==> config.mk <==
export PLATFORM = sky130hd
export DESIGN_NAME = cmd_server
export DESIGN_NICKNAME = d
export VERILOG_FILES = /design/src/rtl/cmd_server_pkg.sv /design/src/rtl/cmd_server_uart.sv /design/src/rtl/cmd_server.sv
export SDC_FILE = /design/constraint.sdc
export NUM_CORES = 1
export LEC_CHECK = 0
export ABC_AREA = 1
export ABC_CLOCK_PERIOD_IN_PS = 4340
export BUFFER_PORTS_ARGS = -buffer_cell sky130_fd_sc_hd__buf_2
export CAP_MARGIN = 0
export CELL_PAD_IN_SITES_DETAIL_PLACEMENT = 2
export CELL_PAD_IN_SITES_GLOBAL_PLACEMENT = 2
export CORE_ASPECT_RATIO = 2
export CORE_MARGIN = 10
export CORE_UTILIZATION = 39
export DETAILED_ROUTE_END_ITERATION = 7
export PLACE_DENSITY = 0.82
export REMOVE_ABC_BUFFERS = 1
export SLEW_MARGIN = 25
export SYNTH_ARGS = -nofsm -noshare
export SYNTH_HDL_FRONTEND = slang
export SYNTH_SLANG_ARGS = --single-unit
export TNS_END_PERCENT = 50
==> constraint.sdc <==
create_clock -name SYS_CLK -period 4.34 [get_ports SYS_CLK]
set_input_delay 0.868 -clock SYS_CLK [delete_from_list [all_inputs] [get_ports SYS_CLK]]
set_output_delay 0.868 -clock SYS_CLK [all_outputs]
set_load 0.03 [all_outputs]
==> src/rtl/cmd_server_pkg.sv <==
// Shared constants and FSM state encoding for the UART command server.
package cmd_server_pkg;

   localparam logic [7:0] HDR_WR = 8'h5A;
   localparam logic [7:0] HDR_RD = 8'h5B;
   localparam logic [7:0] TRL_WR = 8'hA5;
   localparam logic [7:0] TRL_RD = 8'hA4;

   localparam int FRAME_LEN       = 10;
   localparam int BODY_LEN        = 8;
   localparam int TIMEOUT_TICKS   = 2;
   localparam int UART_FRAME_BITS = 10;

   typedef enum logic [2:0] {
      HUNT,
      RX_BODY,
      RX_TRAIL,
      BUS,
      BUS_WAIT,
      TX_RESP
   } state_t;

   function automatic logic is_header(input logic [7:0] b);
      return (b == HDR_WR) || (b == HDR_RD);
   endfunction

   function automatic logic [7:0] trailer_of(input logic [7:0] hdr);
      return (hdr == HDR_WR) ? TRL_WR : TRL_RD;
   endfunction

endpackage

==> src/rtl/cmd_server_uart.sv <==
// Byte-level 8N1 UART: RX with mid-bit sampling and start recheck, TX with
// a valid/ready handshake that accepts the next byte during the stop bit.
module cmd_uart
   import cmd_server_pkg::*;
#(
   parameter int CLK_FREQ_HZ = 100000000,
   parameter int BAUD_RATE   = 115200
) (
   input  logic       clk_sys,
   input  logic       rst_b,
   input  logic       rxd,
   output logic       txd,
   output logic [7:0] rx_data,
   output logic       rx_valid,
   input  logic [7:0] tx_data,
   input  logic       tx_valid,
   output logic       tx_ready
);

   localparam int BIT_CLKS  = CLK_FREQ_HZ / BAUD_RATE;
   localparam int HALF_CLKS = BIT_CLKS / 2;
   localparam int CW        = $clog2(BIT_CLKS);
   localparam logic [3:0] LAST_BIT = 4'(UART_FRAME_BITS - 1);

   logic [1:0]    rx_sync;
   logic          rx_s;
   logic          rx_prev;
   logic          rx_busy;
   logic [CW-1:0] rx_cnt;
   logic [3:0]    rx_bit;
   logic [7:0]    rx_shift;

   assign rx_s    = rx_sync[1];
   assign rx_data = rx_shift;

   always_ff @(posedge clk_sys or negedge rst_b) begin
      if (!rst_b) begin
         rx_sync  <= 2'b11;
         rx_prev  <= 1'b1;
         rx_busy  <= 1'b0;
         rx_cnt   <= '0;
         rx_bit   <= '0;
         rx_shift <= '0;
         rx_valid <= 1'b0;
      end else begin
         rx_sync  <= {rx_sync[0], rxd};
         rx_prev  <= rx_s;
         rx_valid <= 1'b0;
         if (!rx_busy) begin
            if (rx_prev && !rx_s) begin
               rx_busy <= 1'b1;
               rx_cnt  <= CW'(HALF_CLKS - 1);
               rx_bit  <= '0;
            end
         end else if (rx_cnt != '0) begin
            rx_cnt <= rx_cnt - CW'(1);
         end else begin
            rx_cnt <= CW'(BIT_CLKS - 1);
            rx_bit <= rx_bit + 4'd1;
            if (rx_bit == 4'd0) begin
               if (rx_s) rx_busy <= 1'b0;   // glitch, not a real start bit
            end else if (rx_bit == LAST_BIT) begin
               rx_busy  <= 1'b0;
               rx_valid <= rx_s;            // framing error drops the byte
            end else begin
               rx_shift <= {rx_s, rx_shift[7:1]};
            end
         end
      end
   end

   logic          tx_busy;
   logic          tx_last;
   logic [CW-1:0] tx_cnt;
   logic [3:0]    tx_bit;
   logic [9:0]    tx_shift;

   assign tx_last  = tx_busy && (tx_cnt == '0) && (tx_bit == LAST_BIT);
   assign tx_ready = !tx_busy || tx_last;
   assign txd      = tx_shift[0];

   // Idle shift register is all ones, so txd idles high without a mux.
   always_ff @(posedge clk_sys or negedge rst_b) begin
      if (!rst_b) begin
         tx_busy  <= 1'b0;
         tx_cnt   <= '0;
         tx_bit   <= '0;
         tx_shift <= '1;
      end else if (tx_valid && tx_ready) begin
         tx_busy  <= 1'b1;
         tx_cnt   <= CW'(BIT_CLKS - 1);
         tx_bit   <= '0;
         tx_shift <= {1'b1, tx_data, 1'b0};
      end else if (tx_busy) begin
         if (tx_cnt != '0) begin
            tx_cnt <= tx_cnt - CW'(1);
         end else if (tx_last) begin
            tx_busy <= 1'b0;
         end else begin
            tx_cnt   <= CW'(BIT_CLKS - 1);
            tx_bit   <= tx_bit + 4'd1;
            tx_shift <= {1'b1, tx_shift[9:1]};
         end
      end
   end

endmodule

==> src/rtl/cmd_server.sv <==
// UART command server: parses 10-byte frames into single OPB reads/writes
// and returns a 10-byte response.
//
// state    | meaning
// HUNT     | waiting for a 0x5A/0x5B header byte
// RX_BODY  | collecting 4 address + 4 data bytes
// RX_TRAIL | waiting for the trailer (inverse of header)
// BUS      | one-cycle OPB_WE or OPB_RE strobe
// BUS_WAIT | read data captured, response assembled
// TX_RESP  | sending the 10 response bytes
module cmd_server
   import cmd_server_pkg::*;
#(
   parameter int CLK_FREQ_HZ = 100000000,
   parameter int BAUD_RATE   = 115200
) (
   input  logic        SYS_CLK,
   input  logic        SYS_RST,
   input  logic        PULSE_2KHZ,
   output logic        OPB_CLK,
   output logic        OPB_RST,
   input  logic [31:0] OPB_DI,
   output logic [31:0] OPB_DO,
   output logic [31:0] OPB_ADDR,
   output logic        OPB_RE,
   output logic        OPB_WE,
   input  logic        UART_RXD,
   output logic        UART_TXD
);

   localparam int TW = $clog2(TIMEOUT_TICKS + 1);

   state_t        state, state_nxt;
   logic [7:0]    rx_data;
   logic          rx_valid;
   logic          tx_valid;
   logic          tx_ready;
   logic [7:0]    hdr;
   logic [63:0]   body;
   logic [3:0]    byte_cnt;
   logic [TW-1:0] to_cnt;
   logic [2:0]    pulse_sync;
   logic          pulse_rise;
   logic          timeout;
   logic          trail_ok;
   logic [79:0]   tx_buf;
   logic [3:0]    tx_left;

   assign OPB_CLK    = SYS_CLK;
   assign OPB_RST    = ~SYS_RST;
   assign pulse_rise = pulse_sync[1] & ~pulse_sync[2];
   assign timeout    = pulse_rise && !rx_valid && (to_cnt == TW'(1));
   assign trail_ok   = (rx_data == trailer_of(hdr));

   cmd_uart #(
      .CLK_FREQ_HZ(CLK_FREQ_HZ),
      .BAUD_RATE  (BAUD_RATE)
   ) u_uart (
      .clk_sys (SYS_CLK),
      .rst_b   (SYS_RST),
      .rxd     (UART_RXD),
      .txd     (UART_TXD),
      .rx_data (rx_data),
      .rx_valid(rx_valid),
      .tx_data (tx_buf[79:72]),
      .tx_valid(tx_valid),
      .tx_ready(tx_ready)
   );

   always_ff @(posedge SYS_CLK or negedge SYS_RST) begin
      if (!SYS_RST) state <= HUNT;
      else          state <= state_nxt;
   end

   always_comb begin
      state_nxt = state;
      unique case (state)
         HUNT:     if (rx_valid && is_header(rx_data)) state_nxt = RX_BODY;
         RX_BODY:  if (rx_valid && byte_cnt == 4'd1)  state_nxt = RX_TRAIL;
                   else if (timeout)                   state_nxt = HUNT;
         RX_TRAIL: if (rx_valid)                       state_nxt = trail_ok ? BUS : HUNT;
                   else if (timeout)                   state_nxt = HUNT;
         BUS:      state_nxt = BUS_WAIT;
         BUS_WAIT: state_nxt = TX_RESP;
         TX_RESP:  if (tx_left == 4'd0 && tx_ready)    state_nxt = HUNT;
         default:  state_nxt = HUNT;
      endcase
   end

   always_comb begin
      OPB_WE   = (state == BUS) && (hdr == HDR_WR);
      OPB_RE   = (state == BUS) && (hdr == HDR_RD);
      tx_valid = (state == TX_RESP) && (tx_left != 4'd0);
   end

   always_ff @(posedge SYS_CLK or negedge SYS_RST) begin
      if (!SYS_RST) begin
         pulse_sync <= '0;
         hdr        <= '0;
         body       <= '0;
         byte_cnt   <= '0;
         to_cnt     <= '0;
         tx_buf     <= '0;
         tx_left    <= '0;
         OPB_ADDR   <= '0;
         OPB_DO     <= '0;
      end else begin
         pulse_sync <= {pulse_sync[1:0], PULSE_2KHZ};
         case (state)
            HUNT: begin
               if (rx_valid && is_header(rx_data)) begin
                  hdr      <= rx_data;
                  byte_cnt <= 4'(BODY_LEN);
                  to_cnt   <= TW'(TIMEOUT_TICKS);
               end
            end
            RX_BODY: begin
               if (rx_valid) begin
                  body     <= {body[55:0], rx_data};
                  byte_cnt <= byte_cnt - 4'd1;
                  to_cnt   <= TW'(TIMEOUT_TICKS);
               end else if (pulse_rise) begin
                  to_cnt <= to_cnt - TW'(1);
               end
            end
            RX_TRAIL: begin
               if (rx_valid) begin
                  if (trail_ok) begin
                     OPB_ADDR <= body[63:32];
                     if (hdr == HDR_WR) OPB_DO <= body[31:0];
                  end
               end else if (pulse_rise) begin
                  to_cnt <= to_cnt - TW'(1);
               end
            end
            // Slave returns read data one cycle after the strobe.
            BUS_WAIT: begin
               tx_buf  <= {hdr, body[63:32],
                           (hdr == HDR_RD) ? OPB_DI : body[31:0],
                           trailer_of(hdr)};
               tx_left <= 4'(FRAME_LEN);
            end
            TX_RESP: begin
               if (tx_valid && tx_ready) begin
                  tx_buf  <= {tx_buf[71:0], 8'h00};
                  tx_left <= tx_left - 4'd1;
               end
            end
            default: ;
         endcase
      end
   end

endmodule

== Yosys cells after proc, flatten, opt, wreduce, memory -nomap -nowiden ==
Index checks and enable logic that the tools add are counted.
Word-level totals
  register bits after elaboration: 284
  output and inout bits: 69
  logic and storage cells: 151
Cells by class
  $add $sub $neg: 7
  eq/ne operators: 23
  mux-type cells: 53
  bitwise operators: 6
  reduce and logical (&&, ||, !) cells: 41
Operators with widths (number)
  80-bit case mux with 2 select lines: 1
  10-bit 2-to-1 mux: 11
  80-bit 2-to-1 mux: 1
  4-bit 2-to-1 mux: 10
  8-bit by 7-bit equality test with 1-bit output, second input constant: 4
  32-bit 2-to-1 mux: 1
  10-bit nonzero test: 2
  10-bit by 1-bit subtractor with 10-bit output, second input constant: 2
  3-bit case mux with 6 select lines: 1
  4-bit case mux with 2 select lines: 2
  1-bit 2-to-1 mux: 15
  3-bit 2-to-1 mux: 5
  1-bit logical AND: 12
  2-bit inequality test, second input constant: 6
  2-bit AND reduction: 6
  3-bit AND reduction: 4
  10-bit zero test: 1
  2-bit 2-to-1 mux: 5
  4-bit by 1-bit adder with 4-bit output, second input constant: 2
  4-bit equality test, second input constant: 2
  8-bit equality test: 1
  4-bit zero test: 2
  4-bit AND reduction: 2
  2-bit nonzero test: 4
  17 further kinds: 28

== Depth between registers and ports, before layout ==
Gate-level depths: netlist of the first run.
  word-level depth: 7
  depth in mapped cells: 12
  mapped depth without buffers: 11

== Hierarchy ==
Synthesis of the first run repeated with hierarchy kept, for this count alone.
Second synthesis, totals
  cell total of the unflattened synthesis: 1544
  area, all modules: 12767.2 um^2
Modules (own cells, without submodules)
  cmd_server: times used 1, cells each 1209, area each 9963.3 um^2, sequential area each 5655.4 um^2
  cmd_uart: times used 1, cells each 335, area each 2803.9 um^2, sequential area each 1291.2 um^2

==> results of run 1 <==
-- state kept, by name, summed over array words and instances (netlist names), 8 cells and up --
signal / count
tx_buf: 74
u_uart.tx_cnt: 10
hdr: 8
OPB_DO: 32
u_uart.rx_cnt: 10
body: 64
u_uart.rx_data: 8
u_uart.tx_shift: 9
OPB_ADDR: 32
-- power groups by stage --
stage	Clock [W]	Combinational, W	Sequential (W)
after CTS	0.00261	0.000280	0.00268
after detailed placement	0.0000290	0.000278	0.00273
after global placement	0.0000290	0.000264	0.00272
final	0.00255	0.000272	0.00268
after global routing	0.00273	0.000315	0.00269
after floorplan	0	0.000156	0.00272
-- logic make-up (layout without fill, tap and decap cells) --
logic type               after synthesis  count (layout)  synth area share
buffers and inverters                239             333            0.0765
AO/OA/AOI/OAI                        247             247             0.101
flip-flops                           277             277             0.553
AND/OR/NAND/NOR                      727             727             0.246
XOR/XNOR                              15              15            0.0105
adder cells (fa/ha/maj)               13              13            0.0130
-- stage by stage --
stage,TNS (ns),cells,area (sq um),hold slack [ns],total power [W]
floorplan,-33.33,1439,12200,0.331,0.00287
global placement,0,1983,13400,0.333,0.00302
detailed placement,0,1983,13400,0.346,0.00304
CTS,0,2034,14400,0.0775,0.00558
global route,0,2035,14400,0.0892,0.00573
finish,0,2035,14400,0.0820,0.00551
-- per-layer routing --
layer  GRT usage  routed length [microns]
met1       0.214                    15500
met2       0.391                    22300
met3      0.0240                     1030
met4      0.0587                      822
met5           0                        0
-- final timing paths --
check / start / endpoint / slack, ns / cells past startpoint
setup / recovery: SYS_CLK / OPB_CLK / 0.89 / 3
hold / removal: SYS_RST / body[62] / 0.08 / 1
setup reg to reg: hdr[7] / OPB_ADDR[10] / 1.46 / 10
hold reg to reg: pulse_sync[0] / pulse_sync[1] / 0.36 / 0
max in group asynchronous: SYS_RST / pulse_sync[1] / 3.22 / 2
min in group SYS_CLK: UART_RXD / u_uart.rx_sync[0] / 0.30 / 1
-- layout make-up --
class,instances,area share
sequential,277,0.482
multi-input combinational,1002,0.324
clock buffer,35,0.0562
timing repair buffer,121,0.0492
inverter,160,0.0417
tap,423,0.0367
clock inverter,17,0.00998
-- critical path: cells and delay by family --
| family | cells | cell delay, ns |
|---|---|---|
| buffers and inverters | 3 | 0.42 |
-- cell usage in the layout (no fill, tap or decap), types with 4 or more instances in the layout --
master and instances:
nand2_1 493, dfrtp_1 265, o21ai_0 216, inv_1 154, nand3_1 134, buf_2 103
nor2_1 43, clkbuf_16 30, nand3b_1 26, buf_4 14, ha_1 13, clkinv_2 12
dfstp_2 12, a21oi_1 11, nand4_1 10, xor2_1 10, o22ai_1 8, o211ai_1 6
inv_2 6, nor3_1 5, xnor2_1 5, clkbuf_8 4
==> results.py, run 1 <==
metrics = {
    "routing": {
        "drc": 0,
        "wl_per_cell_microns": 19.5,
        "drt_iter0_drc": 481,
        "routed_wl_mm": 39.7,
        "ant_nets": 0,
        "drtPass1Iterations": 4,
        "num_vias": 10600,
        "post_drt_via_cell_ratio": 5.21,
    },
    "grt": {
        "globalRouteOverflowTotal": 0,
        "first_global_vias": 12400,
        "track_usage": 0.199,
        "antenna_found_initial": 0,
        "grt_pass1_wl_mm": 65.5,
        "grt_max_degree": 119,
    },
    "cells_and_area": {
        "syn_to_final_growth_pct": 14.8,
        "seq_area_sq_um": 6950,
        "layout-drive-gt1-share": 0.127,
        "fillers": 3589,
        "multi_input_area_sq_um": 4680,
        "utilization": 0.455,
        "num_antenna_cells": 0,
        "fin_nets": 1641,
    },
    "job": {
        "cap_violations": 0,
    },
    "yosys": {
        "synth_seq_cells": 277,
        "async_flop_share": 1.00,
        "ys_seq_area_frac": 0.553,
        "syn_area_sq_um": 12600,
        "syn_inst": 1518,
        "synth_edf_count": 0,
        "synth_ff_type": "dfrtp_1",
        "synth_most_common_cell": "nand2_1",
        "synth_top_area_share": 0.528,
        "yosysWarnings": 0,
        "synth_cell_types": 34,
        "synth_top_area_cell": "dfrtp_1",
        "syn_avg_cell_area_sq_um": 8.27,
        "synthTopCellsByCount": "nand2_1, dfrtp_1, o21ai_0",
        "synth_area_leaders": "dfrtp_1, nand2_1, o21ai_0",
    },
    "clocking": {
        "ctsHoldBuffers": 0,
        "clk_pin_slew_ns": 0.07,
        "postCtsSetupBuffers": 0,
        "insertion_delay_ns": 0.67,
        "post_cts_resized": 0,
        "cts_tree": "done",
    },
    "sta": {
        "skew_ns": 0.00834,
        "layout_setup_ws_ns": 0.889,
        "hold_viol_final": 0,
        "slew-limit-headroom": 0.359,
        "slew_viol_final": 0,
        "finalSetupViolCount": 0,
        "tightest_slew_ns": 0.962,
        "rsz0062_at_grt": "false",
    },
    "critical_path": {
        "cp.required_ns": 3.47,
        "critical_path.slowest_cell": "buf_2",
        "cp_common_cell": "clkbuf_16",
        "path_max_fanout": 2,
        "max_stage_delay_ns": 0.17,
        "crit_arrival_ns": 2.58,
        "crit_path_start_kind": "clock port",
        "timing_worst_setup_path_type": "clk -> out",
        "end_kind": "output port",
        "crit_chain": "clkbuf_16, clkbuf_16, buf_2",
    },
    "power": {
        "p_int_w": 0.00418,
        "p_sw_w": 0.00133,
        "switching_share": 0.241,
        "p_comb_frac": 0.049,
        "power.share.clock": 0.464,
        "p_seq_frac": 0.487,
        "p_leak_nw": 7.21,
        "vdd_drop_max_mv": 0.357,
        "p_per_area_nw_per_um2": 382,
    },
    "die": {
        "initial_core_util": 0.397,
        "num_rows": 92,
        "dieArea_sq_um": 40200,
        "die_h_microns": 274,
        "core_area_sq_um": 31700,
        "die_w_microns": 147,
        "boundaryPins": 105,
    },
    "place": {
        "routabilityCongestion": 0.778,
        "hpwl_mm": 26.4,
        "dp_slack_ns": 1.15,
        "numPortBuffers": 104,
    },
    "worst_hold_path": {
        "worstHoldPathType": "in -> async",
    },
    "status": {
        "status": "finished clean",
    },
}
No activity file was read; power rests on OpenSTA's default activity.
==> run 2, diff against run 1 <==
ABC_AREA = 0   (was 1)
ABC_CLOCK_PERIOD_IN_PS = 3500   (was 4340)
CORE_UTILIZATION = 40   (was 39)
PLACE_DENSITY = 0.77   (was 0.82)
clock period = 3.5 ns   (was 4.34 ns; I/O delays follow)
==> results.py, run 2 <==
metrics = {
    "die": {
        "initial_core_util": 0.407,
        "die_h_microns": 268,
        "dieArea_sq_um": 38700,
        "die_w_microns": 144,
        "core_area_sq_um": 30300,
        "boundaryPins": 105,
        "num_rows": 90,
    },
    "clocking": {
        "insertion_delay_ns": 0.66,
        "cts_tree": "done",
        "clk_pin_slew_ns": 0.06,
    },
    "yosys": {
        "synth_most_common_cell": "dfrtp_1",
        "syn_inst": 1099,
        "synth_top_area_share": 0.538,
        "synth_edf_count": 0,
        "synth_cell_types": 66,
        "yosysWarnings": 0,
        "synth_ff_type": "dfrtp_1",
        "synth_seq_cells": 277,
        "async_flop_share": 1.00,
        "synth_top_area_cell": "dfrtp_1",
        "synthTopCellsByCount": "dfrtp_1, nand2_1, mux2_2",
        "ys_seq_area_frac": 0.564,
        "synth_area_leaders": "dfrtp_1, mux2_2, nand2_1",
        "syn_area_sq_um": 12300,
        "syn_avg_cell_area_sq_um": 11.2,
    },
    "sta": {
        "slew_viol_final": 0,
        "fin_hold_ws_ns": 0.141,
        "slew-limit-headroom": 0.419,
        "rsz0062_at_grt": "false",
        "tightest_slew_ns": 0.864,
        "skew_ns": 0.0113,
        "hold_viol_final": 0,
        "period_needed_ns": 3.15,
        "finalSetupViolCount": 0,
        "timing.fmax_ghz": 0.318,
        "fin_crit_sh": 0.899,
    },
    "worst_hold_path": {
        "hold_end": "u_uart.rx_sync[0]",
        "hp-start": "UART_RXD",
        "whs_path_depth": 1,
        "worstHoldPathType": "in -> reg",
    },
    "routing": {
        "drtPass1Iterations": 4,
        "drc": 0,
        "ant_nets": 0,
        "drt_iter0_drc": 404,
        "wl_per_cell_microns": 23.8,
        "post_drt_via_cell_ratio": 5.78,
        "num_vias": 9070,
        "routed_wl_mm": 37.4,
    },
    "cells_and_area": {
        "fin_nets": 1231,
        "regMostFlops": "tx_buf",
        "largest_reg_flops": 74,
        "reg_top3": "tx_buf: 74 flops, body: 64 flops",
        "num_antenna_cells": 0,
        "mostFrequentLayoutCells": "dfrtp_1, nand2_1, buf_2",
        "layout-drive-gt1-share": 0.280,
        "utilization": 0.468,
        "syn_to_final_growth_pct": 15.1,
        "final_area_sq_um": 14200,
        "final_common_cell": "dfrtp_1",
    },
    "critical_path": {
        "crit-reg2reg-launch": "u_uart.tx_cnt[1]",
        "rr_worst_depth": 7,
        "path_max_fanout": 8,
        "crit_path_start_kind": "flip-flop",
        "timing_worst_setup_path_type": "reg -> out",
        "end_kind": "output port",
        "r2r_slack_ns": 0.57,
        "worst_r2r_endpoint": "tx_buf[45]",
        "cp.required_ns": 2.80,
        "crit_arrival_ns": 2.45,
    },
    "place": {
        "placed_area_sq_um": 13200,
        "routabilityCongestion": 0.811,
        "numPortBuffers": 104,
        "hpwl_mm": 25.1,
    },
    "power": {
        "p_per_area_nw_per_um2": 476,
        "p_leak_nw": 7.03,
        "vdd_drop_max_mv": 0.427,
    },
    "status": {
        "status": "finished clean",
    },
    "grt": {
        "first_global_vias": 10600,
        "track_usage": 0.198,
        "grt_pass1_wl_mm": 60.6,
        "grt_max_degree": 142,
        "globalRouteOverflowTotal": 0,
        "antenna_found_initial": 0,
    },
    "job": {
        "cap_violations": 0,
    },
}
==> run 2: changes by cell type after synthesis, sizes merged, moves of 10 or more <==
cell / change
nand2: -283
o21ai: -159
inv: -136
nand3: -124
mux2: +99
o221a: +56
or3: +38
nand3b: -22
buf: -12
mux2i: +10
nand4: -10
==> run 2: worst max-delay path by stage <==
stage | slack [ns] | endpoint | startpoint
2_1_floorplan | -2.60 | to_cnt[1] | state[2]
3_3_place_gp | 0.73 | tx_buf[45] | u_uart.tx_cnt[6]
3_5_place_dp | 0.63 | tx_buf[44] | u_uart.tx_cnt[0]
4_1_cts | 0.29 | OPB_WE | hdr[2]
5_1_grt | 0.20 | OPB_WE | hdr[2]
6_report | 0.35 | OPB_WE | hdr[2]
==> run 2: what timing repair did <==
item | in CTS | in global routing
hold endpoints to repair | 49 | 0
setup buffers | 0 | 0
hold buffers | 1 | 0
resized for setup | 0 | 0
==> run 2: cell families (layout without fill, tap and decap cells) <==
group	Yosys count	count (layout)	share of synthesized area
DFF	277	277	0.564
muxes	109	109	0.0986
adders and majority gates	13	13	0.0132
AOI/OAI and AO/OA	209	209	0.135
buffers and inverters	100	203	0.0366
xor gates and xnor gates	8	8	0.00568
and+or+nand+nor	383	383	0.147
==> run 2: final cells by class <==
class                      instances  area (sq um)
fill                            3112         16100
sequential                       277          6950
multi-input combinational        722          4990
clock buffer                      47           866
timing repair buffer             127           758
tap                              368           460
inverter                          24          90.1
clock inverter                     5          78.8
==> run 2: routing by layer <==
metal	global-route usage	part of all wire	vias to the layer above
met5	0	0	-
met4	0.0663	0.026	0
met3	0.0233	0.028	56
met2	0.385	0.58	125
met1	0.212	0.37	4813
li1	-	-	4076
==> run 2: metrics by stage <==
step	instances	setup slack, ns	setup TNS (ns)	total power, W
floorplan	1023	-2.60	-140.15	0.00352
global placement	1518	0.732	0	0.00369
detailed placement	1518	0.630	0	0.00372
CTS	1570	0.289	0	0.00685
global route	1570	0.203	0	0.00700
finish	1570	0.355	0	0.00675
==> run 2: worst max-delay path: stages (launching register included) <==
cell       delay, ns
dfrtp_1         0.44
nand4bb_1       0.47
or2_2           0.46
nor2_1          0.17
buf_2           0.23
==> run 2: report_power, final <==
group / switching [W] / internal, W
Combinational: 0.000172 / 0.000103
Clock: 0.00130 / 0.00183
Sequential: 0.0000809 / 0.00326
==> run 3, diff against run 2 <==
--- a/config.mk
+++ b/config.mk
@@ -7,5 +7,5 @@
 export LEC_CHECK = 0
 export ABC_AREA = 0
-export ABC_CLOCK_PERIOD_IN_PS = 3500
+export ABC_CLOCK_PERIOD_IN_PS = 3300
 export BUFFER_PORTS_ARGS = -buffer_cell sky130_fd_sc_hd__buf_2
 export CAP_MARGIN = 0
==> constraint.sdc (replaced) <==
create_clock -name SYS_CLK -period 3.3 [get_ports SYS_CLK]
set_input_delay 0.165 -clock SYS_CLK [delete_from_list [all_inputs] [get_ports SYS_CLK]]
set_output_delay 0.165 -clock SYS_CLK [all_outputs]
set_load 0.03 [all_outputs]
==> results.py, run 3 (synthesis gave the netlist of run 2 again) <==
metrics = {
    "sta": {
        "layout_setup_ws_ns": 0.514,
        "skew_ns": 0.0165,
        "finalSetupViolCount": 0,
        "rsz0062_at_grt": "false",
        "fin_crit_sh": 0.844,
        "hold_viol_final": 0,
        "period_needed_ns": 2.79,
        "tightest_slew_ns": 0.833,
        "slew-limit-headroom": 0.444,
        "slew_viol_final": 0,
        "timing.fmax_ghz": 0.359,
    },
    "status": {
        "status": "finished clean",
    },
    "die": {
        "dieArea_sq_um": 38700,
        "die_h_microns": 268,
        "boundaryPins": 105,
        "die_w_microns": 144,
        "core_area_sq_um": 30300,
        "initial_core_util": 0.407,
        "num_rows": 90,
    },
    "cells_and_area": {
        "fillers": 3065,
        "reg_top3": "tx_buf: 74 flops, body: 64 flops",
        "utilization": 0.481,
        "largest_reg_flops": 74,
        "final_common_cell": "dfrtp_1",
        "regMostFlops": "tx_buf",
        "syn_to_final_growth_pct": 18.3,
        "layout-drive-gt1-share": 0.280,
        "mostFrequentLayoutCells": "dfrtp_1, nand2_1, buf_2",
        "final_area_sq_um": 14600,
        "fin_nets": 1268,
    },
    "grt": {
        "antenna_found_initial": 2,
        "grt_pass1_wl_mm": 61.3,
        "grt_max_degree": 101,
        "globalRouteOverflowTotal": 0,
        "track_usage": 0.200,
        "first_global_vias": 10700,
    },
    "power": {
        "p_leak_nw": 7.20,
        "vdd_drop_max_mv": 0.618,
        "p_per_area_nw_per_um2": 498,
    },
    "place": {
        "dp_slack_ns": 0.573,
        "hpwl_mm": 24.8,
        "placed_area_sq_um": 13300,
        "numPortBuffers": 104,
        "routabilityCongestion": 0.795,
    },
    "critical_path": {
        "crit_arrival_ns": 3.32,
        "worst-path-stages": 5,
        "rr_worst_depth": 5,
        "r2r_slack_ns": 0.51,
        "path_max_fanout": 24,
        "crit_path_start_kind": "flip-flop",
        "critical_path.slowest_cell": "or4bb_1",
        "crit-reg2reg-launch": "u_uart.rx_data[4]",
        "crit_path_start": "u_uart.rx_data[4]",
        "end_kind": "flip-flop",
        "cp_num_buf_inv": 1,
        "cp.required_ns": 3.83,
        "cpLargestDelayFamily": "simple AND/OR/NAND/NOR gates",
        "timing_worst_setup_path_type": "reg -> reg",
        "crit_chain": "or4bb_1, nor4_1, nand3_2, buf_4, mux2_1",
        "endpoint": "OPB_DO[20]",
        "max_stage_delay_ns": 0.52,
        "worst_r2r_endpoint": "OPB_DO[20]",
    },
    "clocking": {
        "insertion_delay_ns": 0.67,
        "cts_tree": "done",
        "post_cts_resized": 0,
        "clk_pin_slew_ns": 0.07,
    },
    "routing": {
        "ant_nets": 0,
        "drt_iter0_drc": 463,
        "drc": 0,
        "wl_per_cell_microns": 23.6,
        "num_vias": 9220,
        "post_drt_via_cell_ratio": 5.74,
        "drtPass1Iterations": 4,
        "routed_wl_mm": 37.9,
    },
    "job": {
        "cap_violations": 0,
    },
    "worst_hold_path": {
        "worstHoldPathType": "in -> async",
    },
}
==> run 3: per-layer routing <==
metal / global-route usage / vias up / part of all wire
met5: 0 / - / 0.00018
met4: 0.0557 / 2 / 0.020
met3: 0.0230 / 41 / 0.025
met2: 0.390 / 132 / 0.58
met1: 0.217 / 4874 / 0.38
li1: - / 4171 / -
==> run 3: per-stage QoR <==
| stage | hold WS, ns | setup TNS [ns] | power (W) | instances |
|---|---|---|---|---|
| after floorplan | -0.131 | -153.55 | 0.00373 | 1023 |
| after CTS | 0.111 | 0 | 0.00735 | 1605 |
| after detailed placement | 0.211 | 0 | 0.00395 | 1521 |
| after global placement | 0.203 | 0 | 0.00392 | 1521 |
| after global routing | 0.131 | 0 | 0.00755 | 1606 |
| final | 0.0990 | 0 | 0.00726 | 1606 |
==> run 3: how the worst min path moves through the flow <==
stage / start / endpoint
2_1_floorplan: SYS_RST / OPB_ADDR[0]
5_1_grt: SYS_RST / OPB_ADDR[28]
3_3_place_gp: SYS_RST / OPB_ADDR[28]
4_1_cts: SYS_RST / body[50]
3_5_place_dp: SYS_RST / OPB_ADDR[28]
6_report: SYS_RST / OPB_ADDR[30]
==> run 3: cell type report <==
class / instances / area (sq um) / area share
timing repair buffer: 163 / 1120 / 0.0771
clock inverter: 9 / 101 / 0.00695
clock buffer: 42 / 867 / 0.0595
sequential: 277 / 6950 / 0.476
multi-input combinational: 722 / 4990 / 0.342
inverter: 24 / 90.1 / 0.00618
antenna: 1 / 2.50 / 0.000172
tap: 368 / 460 / 0.0316
==> run 3: report_power, final <==
part | internal (W) | switching (W)
registers | 0.00346 | 0.0000920
logic | 0.000136 | 0.000190
clock network | 0.00197 | 0.00141
==> run 3: what timing repair did <==
item / in CTS / in global routing
setup buffers: 0 / 0
hold endpoints to repair: 111 / 0
hold buffers: 34 / 0
